## config.mk

```make
export PLATFORM = sky130hd
export DESIGN_NAME = and_gate_unit
export DESIGN_NICKNAME = d
export VERILOG_FILES = /design/src/rtl/and_gate_unit.sv
export SDC_FILE = /design/constraint.sdc
export NUM_CORES = 1
export LEC_CHECK = 0
export BUFFER_PORTS_ARGS = -buffer_cell sky130_fd_sc_hd__buf_4
export CAP_MARGIN = 20
export CORE_MARGIN = 5
export CORE_UTILIZATION = 50
export CTS_BUF_LIST = sky130_fd_sc_hd__clkbuf_2 sky130_fd_sc_hd__clkbuf_4 sky130_fd_sc_hd__clkbuf_8
export CTS_CLUSTER_SIZE = 24
export DETAILED_ROUTE_END_ITERATION = 7
export PLACE_DENSITY = 0.86
export SYNTH_ARGS = -nofsm -noshare
export SYNTH_HDL_FRONTEND = slang
export SYNTH_SLANG_ARGS = --single-unit
```

## constraint.sdc

```tcl
create_clock -name clk -period 2.5 [get_ports clk]
set_clock_uncertainty 0.1 [all_clocks]
set_input_delay 0.25 -clock clk [delete_from_list [all_inputs] [get_ports clk]]
set_output_delay 0.25 -clock clk [all_outputs]
set_load 0.05 [all_outputs]
```

## src/rtl/and_gate_unit.sv

```systemverilog
// Bitwise AND primitive: combinational a & b, plus a registered, valid-qualified copy,
// reduction flags on the registered result and a saturating all-ones match counter.
module and_gate_unit #(
  parameter int unsigned WIDTH = 1,
  parameter int unsigned CNT_W = 16
) (
  input  logic             clk,
  input  logic             rst,
  input  logic [WIDTH-1:0] a,
  input  logic [WIDTH-1:0] b,
  input  logic             in_valid,
  input  logic             clear,
  output logic [WIDTH-1:0] y,
  output logic [WIDTH-1:0] y_q,
  output logic             out_valid,
  output logic             all_ones,
  output logic             any_one,
  output logic [CNT_W-1:0] match_cnt
);

  logic [WIDTH-1:0] w_and;
  logic             w_match;
  logic             w_cnt_sat;

  logic [WIDTH-1:0] r_y_q;
  logic             r_out_valid;
  logic [CNT_W-1:0] r_match_cnt;

  assign w_and     = a & b;
  assign w_match   = &w_and;
  assign w_cnt_sat = &r_match_cnt;

  // Clear outranks in_valid; the counter stops at all-ones instead of wrapping.
  always_ff @(posedge clk or posedge rst) begin
    if (rst) begin
      r_y_q       <= '0;
      r_out_valid <= 1'b0;
      r_match_cnt <= '0;
    end else if (clear) begin
      r_y_q       <= '0;
      r_out_valid <= 1'b0;
      r_match_cnt <= '0;
    end else if (in_valid) begin
      r_y_q       <= w_and;
      r_out_valid <= 1'b1;
      if (w_match && !w_cnt_sat) begin
        r_match_cnt <= r_match_cnt + CNT_W'(1);
      end
    end else begin
      r_out_valid <= 1'b0;
    end
  end

  assign y         = w_and;
  assign y_q       = r_y_q;
  assign out_valid = r_out_valid;
  assign all_ones  = &r_y_q;
  assign any_one   = |r_y_q;
  assign match_cnt = r_match_cnt;

endmodule

```

---- Yosys cells after proc, flatten, opt, wreduce, memory -nomap -nowiden ----
Index checks and enable logic that the tools add are counted.
operators by class
  bitwise logic cells ..................... 1
  reduce and logical (&&, ||, !) cells .... 6
  add/subtract/negate cells ............... 1
  muxes and demuxes ....................... 7
operators with widths
  operator               count
  $mux 16                3
  $add 16x1->16 const B  1
  $reduce_and 16->1      1
  $mux 1                 4
  $reduce_bool 2->1      2
  $reduce_and 2->1       1
  $and 1x1->1            1
  $logic_and 1x1->1      1
  $logic_not 1->1        1
storage, ports and cells
  bits in registers ....................... 18
  input port bits ......................... 6
  logic and storage cells ................. 18

---- Depth between registers and ports, before layout ----
  depth in word-level cells ............... 6
  mapped depth ............................ 5

---- Worst setup path after synthesis ----
Ideal clock, no wire load.
  path type ............................... register to register
  start point ............................. register r_match_cnt[3] (netlist: match_cnt[3])
  end point ............................... register r_match_cnt[14] (netlist: match_cnt[14])
  stages on the path, launching flop included .. 6
  data arrival time ....................... 1.953 ns
  clock period less this slack ............ 2.181 ns
  setup slack ............................. 0.319 ns
  library setup time ...................... 0.127 ns
  path through ............................ dfrtp_1 -> nand4_2 -> or2_0 -> clkbuf_1 -> a2111oi_0 -> mux2_1
on the way
  longest elaborated chain between the ends .. 5
  elaborated cells on any way between the ends .. 9
  those cells by class .................... add/sub: 1; mux: 3; reduce/logical: 5
RTL lines
  item                                                   RTL line  source
  start, declared                                        27        logic [CNT_W-1:0] r_match_cnt;
  start signal, assigned                                 47        r_match_cnt <= r_match_cnt + CNT_W'(1);
  branches (longest 5 deep; another with $add 16x1->16)  --
Parallel ways; which one is timed is not known. The select of a mux whose other input is x is not followed.
A chain may end at the register's enable or synchronous reset.

---- Worst setup path after layout ----
  start point ............................. register r_match_cnt[2] (netlist: match_cnt[2])
  end point ............................... register r_match_cnt[13] (netlist: match_cnt[13])
Same word-level chain as after synthesis.

==> results.ini <==
[drt]
via_per_inst=5.731
drtPass1Iterations=4
drtIter0Drc=27
routed_wl_um=2238
wl_per_cell_um=13.99
num_vias=917
drcViolationCount=0
final_antenna_net_count=0

[placed_design]
gp_congestion=0.8156
dp_slack_ns=0.5310
placed_cells=155
dp_hpwl_um=1666
io_buffers=26

[critical_path]
arrival_ns=2.10
crit_required_ns=2.63
crit_slowest_cell=or4_4
path_max_fanout=8
ff2ff_setup_slack_ns=0.53
setup.worst_path.end_class=flip-flop
reg2reg_depth=4
regToRegStartpoint=match_cnt[2]
critPathKind=reg -> reg
crit_buf_inv=0
r2r-end=match_cnt[13]
cp_slowest_stage_delay_ns=0.56
worst_setup_path_start_kind=flip-flop
cp_top_family=simple AND/OR/NAND/NOR gates
critical_path.cell_chain=nand3_2 -> or4_4 -> or4_1 -> a21oi_1

[grt]
antenna_found_initial=0
grtUsageTotal_pct=17.02
grt_max_degree=23
grt_pass1_vias=835
overflow=0
grt_pass1_wl_um=3663

[sta]
hold_violations=0
rsz0062_at_grt=false
worst_hold_slack_ns=0.09047
post-route-min-period_ns=1.971
fmax_ghz=0.5073
fin_tns_setup_ns=0
slew_headroom_pct=56.83
worst_pin_slew_ns=0.6469
setup-violations-final=0
fin_ws_ns=0.5290
period_share_pct=78.84
drv_slew=0

[final_layout]
final_cell_mix=buf_4 (28), dfrtp_1 (18), a21oi_1 (13)
fin_cells=160
nFillCells=152
final_nets=141
antennaDiodeCount=0
layout-drive-gt1-share_pct=28.57
syn_to_final_growth_pct=25.68
final_common_cell=buf_4

[clocking]
cts_tree=built
cts_buffers=3
clkLatencyLatePin_ns=0.30
cts_buffer_depth=2
clk_pin_slew_ns=0.11
cts_setup_buffers=0
clock_sinks=18
cts_htree_levels=1
cts_root_buffer=clkbuf_4

[yosys]
synth_cell_types=34
syn_inst=106
synth_seq_area_share_pct=44.44
synth-seq-cells=18
synthesis.area_um2=1013
yosys_warnings=0
synth_nets=113
syn-mean-instance-area_um2=9.561

[power]
powerDensity_nw_per_um2=417.1
ir_drop_mv=0.3477
p_leak_nw=0.5469

[run]
max_cap_viol_count=0

[floorplanning]
start_util_pct=52.19
ios=27
die_x_um=55.02
rows=16
dieArea_um2=3027
die_h_um=55.02
core_area_um2=1942

[min_path]
min_to=out_valid
whs_path_depth=2
hold_class=in -> reg
hold_path_startpoint=in_valid

[status]
outcome=complete, no violations

## layer usage
layer | share of wire, % | global-route usage, %
met1 | 42 | 21.07
met2 | 51 | 28.35
met3 | 5.3 | 3.217
met4 | 1.6 | 8.097
met5 | 0 | 0
## worst max path at each step
| stage | from | slack [ns] | end | cells after the start |
|---|---|---|---|---|
| floorplan | match_cnt[3] | 0.32 | match_cnt[14] | 5 |
| global placement | match_cnt[0] | 0.59 | match_cnt[9] | 5 |
| detailed placement | match_cnt[3] | 0.53 | match_cnt[14] | 4 |
| CTS | match_cnt[3] | 0.53 | match_cnt[14] | 4 |
| global route | match_cnt[3] | 0.45 | match_cnt[14] | 4 |
| finish | match_cnt[2] | 0.53 | match_cnt[13] | 4 |
## Yosys cell counts
master | n | share of area (%)
a21oi_1 | 13 | 6.4
a2111oi_0 | 1 | 0.86
nor3_1 | 2 | 0.99
or4_1 | 3 | 2.2
dfrtp_1 | 18 | 44
mux2_1 | 3 | 3.3
or2_0 | 1 | 0.62
or3_1 | 8 | 4.9
buf_4 | 2 | 1.5
inv_1 | 2 | 0.74
o21ai_0 | 2 | 0.99
a311oi_1 | 1 | 0.86
clkbuf_1 | 4 | 1.5
nand2_1 | 5 | 1.9
nand4_1 | 4 | 2.5
nor2_1 | 6 | 2.2
o21ai_1 | 2 | 0.99
nand2b_1 | 3 | 1.9
or4_4 | 1 | 1.1
nor2b_1 | 4 | 2.5
nor3_2 | 1 | 0.99
ha_1 | 1 | 1.2
and2_1 | 1 | 0.62
o31ai_1 | 5 | 3.7
a211oi_1 | 1 | 0.74
nand3_1 | 2 | 0.99
and3_1 | 1 | 0.62
nand4_2 | 2 | 2.5
nor4_1 | 2 | 1.2
o41ai_1 | 1 | 0.86
or4b_1 | 1 | 0.99
mux2i_1 | 1 | 0.99
nand3_2 | 1 | 0.99
nor4_2 | 1 | 1.2
## state kept, by name (all words and copies together) (netlist names)
signal     cells
all_ones       1
match_cnt     16
out_valid      1
## stage by stage
step	power, mW	utilization (%)	area [um2]
final	0.5313	65.59	1274
after global routing	0.5556	65.59	1274
after CTS	0.5340	65.59	1274
after detailed placement	0.3527	63.21	1227
after global placement	0.3516	63.21	1227
after floorplan	0.3349	-	1013
## logic make-up (layout without fill, tap and decap cells)
group                    Yosys count  after routing  synth area share [%]
multiplexers                       4              4                 4.321
flip-flops                        18             18                 44.44
AO/OA/AOI/OAI                     26             26                 15.43
buffers and inverters              8             35                 3.703
adder cells (fa/ha/maj)            1              1                 1.234
AND/OR/NAND/NOR                   49             49                 30.86
## worst register-to-register path: stages (launching register included)
cell and delay (ns):
dfrtp_1 0.46, nand3_2 0.18, or4_4 0.56, or4_1 0.43, a21oi_1 0.17
## cell type report
class | count | area [um2] | share of cell area (%)
clock buffer | 4 | 36.28 | 2.849
tap | 27 | 33.78 | 2.652
sequential | 18 | 450.4 | 35.36
inverter | 2 | 7.507 | 0.5894
multi-input combinational | 80 | 525.5 | 41.26
timing repair buffer | 29 | 220.2 | 17.29
## where the power goes
part | leakage (nW) | switching, mW | internal [mW] | total [mW]
logic | 0.276 | 0.0348 | 0.0169 | 0.0517
registers | 0.250 | 0.00206 | 0.293 | 0.295
clock network | 0.0210 | 0.0953 | 0.0889 | 0.184
## what timing repair did
| action | 4_1_cts | 5_1_grt |
|---|---|---|
| setup endpoints to repair | 0 | 0 |
| hold buffers | 1 | 0 |
| endpoints found under the hold margin | 18 | 0 |
| gates resized for setup | 0 | 0 |
Power figures use the tool's default switching activity.
